`src/rtl/proc_trace_capture.sv`:
```
// proc_trace_capture: replays the F->W progression of the five-stage pipeline
// and buffers each retired {addr, inst, data} record in a val/rdy FIFO.
module proc_trace_capture #(
    parameter int DEPTH = 8,
    parameter int DROPW = 16
) (
    input  logic                     clk,
    input  logic                     rst,
    input  logic                     en,
    input  logic [31:0]              trace_addr,
    input  logic [31:0]              trace_inst,
    input  logic                     trace_stall,
    input  logic [31:0]              trace_data,
    output logic                     out_val,
    input  logic                     out_rdy,
    output logic [31:0]              out_addr,
    output logic [31:0]              out_inst,
    output logic [31:0]              out_data,
    output logic [$clog2(DEPTH):0]   count,
    output logic                     overflow,
    output logic [DROPW-1:0]         drop_count,
    output logic [31:0]              retired
);

    localparam int AW = $clog2(DEPTH);
    localparam int CW = AW + 1;

    typedef struct packed {
        logic        val;
        logic [31:0] addr;
        logic [31:0] inst;
    } stage_t;

    stage_t f_s;
    stage_t d_q, x_q, m_q, w_q;
    stage_t d_d, x_d;

    logic [95:0]      mem_q [DEPTH];
    logic [AW-1:0]    wptr_q, wptr_d;
    logic [AW-1:0]    rptr_q, rptr_d;
    logic [CW-1:0]    count_q, count_d;
    logic             overflow_q, overflow_d;
    logic [DROPW-1:0] drop_q, drop_d;
    logic [31:0]      retired_q, retired_d;

    logic        full;
    logic        pop;
    logic        push;
    logic        drop;
    logic [95:0] head;

    // A stall freezes D and injects a bubble into X; F is refetched later.
    always_comb begin
        f_s = '{val: en, addr: trace_addr, inst: trace_inst};
        d_d = trace_stall ? d_q : f_s;
        x_d = trace_stall ? '0 : d_q;
    end

    always_ff @(posedge clk or negedge rst) begin
        if (!rst) begin
            d_q <= '0;
            x_q <= '0;
            m_q <= '0;
            w_q <= '0;
        end else begin
            d_q <= d_d;
            x_q <= x_d;
            m_q <= x_q;
            w_q <= m_q;
        end
    end

    always_comb begin
        full       = (count_q == CW'(DEPTH));
        out_val    = (count_q != '0);
        pop        = out_val & out_rdy;
        push       = w_q.val & (~full | pop);
        drop       = w_q.val & full & ~pop;
        wptr_d     = wptr_q + AW'(push);
        rptr_d     = rptr_q + AW'(pop);
        count_d    = count_q + CW'(push) - CW'(pop);
        overflow_d = overflow_q | drop;
        drop_d     = drop_q;
        if (drop && (drop_q != '1)) begin
            drop_d = drop_q + 1'b1;
        end
        retired_d  = retired_q + 32'(push);
    end

    always_ff @(posedge clk or negedge rst) begin
        if (!rst) begin
            wptr_q     <= '0;
            rptr_q     <= '0;
            count_q    <= '0;
            overflow_q <= 1'b0;
            drop_q     <= '0;
            retired_q  <= '0;
        end else begin
            wptr_q     <= wptr_d;
            rptr_q     <= rptr_d;
            count_q    <= count_d;
            overflow_q <= overflow_d;
            drop_q     <= drop_d;
            retired_q  <= retired_d;
        end
    end

    // Storage needs no reset: entries are only visible while count is nonzero.
    always_ff @(posedge clk) begin
        if (push) begin
            mem_q[wptr_q] <= {w_q.addr, w_q.inst, trace_data};
        end
    end

    always_comb begin
        head     = mem_q[rptr_q];
        out_addr = out_val ? head[95:64] : '0;
        out_inst = out_val ? head[63:32] : '0;
        out_data = out_val ? head[31:0]  : '0;
    end

    assign count      = count_q;
    assign overflow   = overflow_q;
    assign drop_count = drop_q;
    assign retired    = retired_q;

endmodule

```
`config.mk`:
```
export PLATFORM = sky130hd
export DESIGN_NAME = proc_trace_capture
export DESIGN_NICKNAME = d
export VERILOG_FILES = /design/src/rtl/proc_trace_capture.sv
export SDC_FILE = /design/constraint.sdc
export NUM_CORES = 1
export LEC_CHECK = 0
export ABC_AREA = 1
export BUFFER_PORTS_ARGS = -buffer_cell sky130_fd_sc_hd__buf_2
export CAP_MARGIN = 10
export CORE_MARGIN = 2
export CORE_UTILIZATION = 60
export CTS_BUF_LIST = sky130_fd_sc_hd__clkbuf_4
export CTS_CLUSTER_DIAMETER = 40
export DETAILED_ROUTE_END_ITERATION = 10
export HOLD_SLACK_MARGIN = 0.03
export PLACE_DENSITY = 0.79
export SYNTH_ARGS = -nofsm -noshare
export SYNTH_HDL_FRONTEND = slang
export SYNTH_SLANG_ARGS = --single-unit
```
`constraint.sdc`:
```
create_clock -name clk -period 12 [get_ports clk]
set_input_delay 1.2 -clock clk [delete_from_list [all_inputs] [get_ports clk]]
set_output_delay 1.2 -clock clk [all_outputs]
set_load 0.01 [all_outputs]
```
==> impl_metrics.ini, run 1 <==
[status]
status = finished, final reports clean

[sta]
finalCriticalPeriod_ns = 5.54
slew_headroom_pct = 6.36
finalSetupTns_ns = 0
setup_viol = 0
fin_crit_sh_pct = 46.1
rsz0062_at_grt = false
timing.fmax_mhz = 181
worst_slew_pin_slew_ns = 1.40
hold_viol_final = 0
drv_slew = 0
clock_skew_ns = 0.0812
setup_ws_ns = 6.46

[route]
via_per_inst = 5.55
drt_iter0_drc = 2373
drtPass1Iterations = 5
drt-total-wl_um = 86700
route.detailed.drc = 0
wl_per_cell_um = 18.4
num_vias = 26145
postRouteAntennaNets = 0

[die]
ioPinCount = 251
core_um2 = 67500
die_h_um = 266
start_util_pct = 60.8
fp.dieArea_um2 = 70600
placementRows = 95
die_w_um = 266

[yosys]
synth_top_family_by_area = simple AND/OR/NAND/NOR gates
ys_seq_area_share_pct = 75.6
synth_warnings = 0
async_flop_share_pct = 29.3
ys_top_cells_by_area = edfxtp_1 (56%), dfrtp_1 (19%), nor2_1 (8.0%)
synth_xor_area_share_pct = 0.576
synthesis.area_um2 = 41100
synth.ff_latch_count = 1087
yosysTopAreaCell = edfxtp_1
yosysUniqueCellTypes = 31
synth_mux_area_share_pct = 0
yosysMostFrequentCell = nor2_1
synth-simple-area-share_pct = 10.9
synthCells = 3247
synth_edf_count = 768
synthAdderAreaFrac_pct = 0.445
synth_flop_cell = edfxtp_1
synth-compound-area-share_pct = 8.85
synth_common_cells = nor2_1 (870), edfxtp_1 (768), dfrtp_1 (319)
syn_avg_cell_area_um2 = 12.6
yosysTopAreaCellShare_pct = 56.2
synth_nets = 3362

[global_route]
met2_usage_pct = 39.9
antenna_found_initial = 4
met1_usage_pct = 33.3
grt_max_degree = 268
grt_usage_pct = 24.8
grt-ovfl-total = 0
grt-busiest-layer = met2
grt_pass1_vias = 25708
use_met3_pct = 6.72
grt_pass1_wl_um = 135000

[cells_and_area]
multi_input_comb_area_um2 = 8610
area.sequential_um2 = 31100
nFillCells = 4636
drive_gt1_share_pct = 19.4
fin_util_pct = 68.4
nets = 3752
area_delta_synth_final_pct = 12.5

[worst_setup_path]
cpLargestDelayFamily = buffers and inverters
slowest_stage = buf_4
critPathRequiredTime_ns = 10.80
critical_path_buf_inv_count = 3
crit_arrival_ns = 4.34
crit_top_cell = buf_4
worstPathMaxFanout = 114
cp-start-kind = flip-flop
path_class = flip-flop to output pin
critical_path.max_stage_delay_ns = 0.94
path_cells = buf_4 -> buf_4 -> o21ai_0 -> o211ai_1 -> nand2_1 -> nor2_1 -> buf_2
cp-end-kind = output pin

[clocking]
cts.reportedPaths.clkPinSlew_ns = 0.07
cts_setup_buffers = 0
clockBufferDepth = 4
insertion_delay_ns = 1.06
ctsResizeCount = 0
clockRootBuffer = clkbuf_4
holdBufCountCts = 0
cts-htree-levels = 5
cts_buffers = 287
tritoncts = done
clock-sinks = 1087

[pwr]
ir_drop_mv = 0.226
p_leak_uw = 0.0183
p_per_area_nw_per_um2 = 233

[placed_design]
dpl.hpwl_um = 44200
port_buffers = 250
gp_congestion = 0.833
place_ws_ns = 7.57

[worst_hold_path]
hold_path.class = primary input to asynchronous set/reset pin

[job]
maxCapViolations = 0
-- where the power goes --
| group | leakage [uW] | switching (uW) | internal (uW) |
|---|---|---|---|
| clock | 0.00210 | 1390 | 1650 |
| sequential | 0.0110 | 209 | 4420 |
| combinational | 0.00521 | 2120 | 966 |
-- kinds of logic after synthesis --
group | after synthesis
DFF | 1087
buffers and inverters | 294
xor gates and xnor gates | 27
and+or+nand+nor | 1171
adders and majority gates | 14
AOI/OAI and AO/OA | 654
-- final cells by class --
| cell class | instances | share of cell area (%) |
|---|---|---|
| flip-flops and latches | 1087 | 67.2 |
| multi-input cells | 1866 | 18.6 |
| clock buffers | 422 | 6.86 |
| repair buffers | 284 | 3.32 |
| well taps | 873 | 2.36 |
| inverters | 111 | 0.929 |
| clock inverters | 63 | 0.650 |
| diodes | 7 | 0.0379 |
-- worst reg2reg max path, delay by kind of cell, from the launching register on --
family | cells | cell delay [ns]
simple gates | 6 | 1.61
buf+inv | 5 | 1.54
flops | 1 | 0.38
fa+ha+maj | 1 | 0.24
-- through the flow --
stage | cell area (um2) | power, uW | instances | hold slack (ns)
final | 46200 | 10800 | 4713 | 0.182
after global routing | 46200 | 11400 | 4709 | 0.124
after CTS | 46200 | 10800 | 4706 | 0.0772
after detailed placement | 42700 | 7790 | 4221 | 0.335
after global placement | 42700 | 7710 | 4221 | 0.331
after floorplan | 41100 | 6820 | 3247 | 0.331
-- placed cells by master, fill, tap and decap left out, types with 7 or more instances in the layout --
cell / netlist / final
nor2_4: 0 / 8
nand2_1: 255 / 255
o211ai_1: 96 / 96
nand3_1: 20 / 20
diode_2: 0 / 7
buf_4: 11 / 33
nor2_1: 870 / 862
o21ai_1: 97 / 97
buf_2: 32 / 248
o21ai_0: 299 / 299
edfxtp_1: 768 / 768
clkinv_1: 0 / 47
dfrtp_1: 319 / 316
xor2_1: 16 / 16
clkbuf_4: 0 / 422
clkinv_2: 0 / 9
inv_1: 108 / 108
ha_1: 13 / 13
a21oi_1: 66 / 66
inv_2: 2 / 7
xnor2_1: 11 / 11
o22ai_1: 96 / 96
-- per-layer routing --
layer,part of all wire [%],up-vias
met1,42,12788
met3,8.1,121
met4,1.6,2
met2,48,997
met5,0.015,-
li1,-,12237
-- registers in the layout, summed over array words and instances (netlist names) --
name        count
w_q            65
wptr_q          3
x_q            65
retired        32
d_q            65
overflow        1
rptr_q          3
drop_count     16
m_q            65
mem_q         768
count           4
-- path summary, 6_finish.rpt --
path / from / to / slack (ns) / depth (start not counted)
hold reg to reg: x_q[30] / m_q[30] / 0.32 / 0
max in group asynchronous: rst / w_q[5] / 10.21 / 2
hold / removal: rst / x_q[48] / 0.18 / 1
min in group clk: x_q[30] / m_q[30] / 0.32 / 0
setup / recovery: rptr_q[1] / out_inst[26] / 6.46 / 7
setup reg to reg: count[3] / mem_q[3][95] / 7.73 / 12
(Power assumes the default switching activity.)
==> inputs of run 2 (changes only) <==
clock period = 5.25 ns   (was 12 ns; I/O delays follow)
==> run 2 against run 1 <==
Clock power increased by 130%. Register-to-register slack worse by 5.8 ns. Via count increased by 2.8%. Combinational power grew 130%. Critical endpoint is now out_inst[3]. Largest power group unchanged.
==> impl_metrics.ini, run 2 (synthesis gave the netlist of run 1 again) <==
[status]
status = finished, final reports clean

[sta]
timing.fmax_mhz = 205
fin_crit_sh_pct = 92.9
finalCriticalPeriod_ns = 4.88
fin_worst_hold_slack_ns = 0.103
setup_viol = 0
hold_viol_final = 0
rsz0062_at_grt = false
worst_slew_pin_slew_ns = 1.21
clock_skew_ns = 0.0939
slew_headroom_pct = 19.3
drv_slew = 0

[worst_setup_path]
cp-end-kind = output pin
path_class = flip-flop to output pin
reg2reg_depth = 10
crit_top_cell = buf_4
cpLargestDelayFamily = buffers and inverters
r2r-end = mem_q[2][40]
slowest_stage = buf_4
path_cells = buf_4 -> buf_4 -> o21ai_0 -> o211ai_1 -> nand2_1 -> nor2_1 -> buf_2
rrSetupSlack_ns = 1.89
critPathRequiredTime_ns = 4.72
cp-start-kind = flip-flop
critical_path_buf_inv_count = 3
rr_startpoint = count[2]
worstPathMaxFanout = 87
crit_arrival_ns = 4.35
critical_path.max_stage_delay_ns = 0.76

[die]
start_util_pct = 60.8
die_h_um = 266
ioPinCount = 251
core_um2 = 67500
placementRows = 95
die_w_um = 266
fp.dieArea_um2 = 70600

[pwr]
switchingPower_uw = 8640
p_int_uw = 16200
p_per_area_nw_per_um2 = 522
clkPwrFrac_pct = 28.2
p_leak_uw = 0.0189
p_comb_share_pct = 28.9
p_seq_share_pct = 43.0
ir_drop_mv = 0.350
swShare_pct = 34.7

[clocking]
clockBufferDepth = 4
cts_setup_buffers = 0
cts-htree-levels = 5
ctsResizeCount = 0
cts.reportedPaths.clkPinSlew_ns = 0.07
tritoncts = done
holdBufCountCts = 126
clock-sinks = 1087
insertion_delay_ns = 1.10
cts_buffers = 284
clockRootBuffer = clkbuf_4

[placed_design]
dp.cells = 4228
port_buffers = 250
gp_congestion = 0.837
dpl.hpwl_um = 46100

[global_route]
antenna_found_initial = 3
grt_pass1_vias = 27193
grt-ovfl-total = 0
grt_pass1_wl_um = 140000
grt_max_degree = 132
grt_usage_pct = 25.7

[cells_and_area]
final_common_cell = nor2_1
nets = 3882
regMostFlops = mem_q
nFillCells = 4372
drive_gt1_share_pct = 18.9
area.sequential_um2 = 31100
multi_input_comb_area_um2 = 8610
final_cells = 4838
largest_register_ffs = 768
area_delta_synth_final_pct = 16.1
mostFrequentLayoutCells = nor2_1 (862), edfxtp_1 (768), clkbuf_4 (422)

[job]
maxCapViolations = 0

[route]
route.detailed.drc = 0
wl_per_cell_um = 18.5
drtPass1Iterations = 5
postRouteAntennaNets = 0
drt_iter0_drc = 2308
num_vias = 26879
drt-total-wl_um = 89600
via_per_inst = 5.56

[worst_hold_path]
hold_path.class = primary input to asynchronous set/reset pin
==> run 2: worst max path at each step <==
stage,endpoint,cells after the start,from
6_report,out_inst[3],7,rptr_q[0]
5_1_grt,out_inst[29],7,rptr_q[0]
4_1_cts,out_inst[3],7,rptr_q[0]
3_5_place_dp,out_inst[3],7,rptr_q[0]
3_3_place_gp,out_inst[4],9,rptr_q[0]
2_1_floorplan,mem_q[0][0],9,count[2]
==> run 2: power groups by stage <==
stage	Clock [uW]	Sequential (uW)	Combinational, uW
after global routing	7640	10800	7940
after floorplan	0	10600	4970
final	7000	10700	7190
after global placement	0	10800	6870
after CTS	7170	10700	7180
after detailed placement	0	10800	7070
==> run 2: stage by stage <==
step	power, uW	area [um2]	utilization (%)	worst slack (ns)	TNS, ns
finish	24900	47700	70.6	0.373	0
global route	26300	47700	70.6	0.0239	0
CTS	25000	47700	70.6	0.242	0
detailed placement	17900	42900	63.6	1.48	0
global placement	17700	42900	63.6	1.55	0
floorplan	15600	41100	-	-0.624	-479.49
==> run 2: area by class of cell <==
type | instances | area share [%]
flip-flops and latches | 1087 | 65.1
inverters | 111 | 0.900
clock inverters | 56 | 0.619
well taps | 873 | 2.29
clock buffers | 422 | 6.64
repair buffers | 417 | 6.34
diodes | 6 | 0.0315
multi-input cells | 1866 | 18.0
==> run 2: worst reg2reg max path, delay by kind of cell (launching register included) <==
kind | cells | cell delay [ns]
AND/OR/NAND/NOR | 6 | 1.79
flip-flops | 1 | 0.35
adder cells (fa/ha/maj) | 1 | 0.23
buffers and inverters | 3 | 0.59
==> run 2: metal layers <==
metal	wire (um)	share of wire (%)	GRT usage, %	vias up
li1	-	-	-	12500
met2	44000	49	42.2	1156
met5	0	0	0	-
met1	36100	40	32.7	13029
met3	7220	8.1	6.87	194
met4	2190	2.4	10.9	0
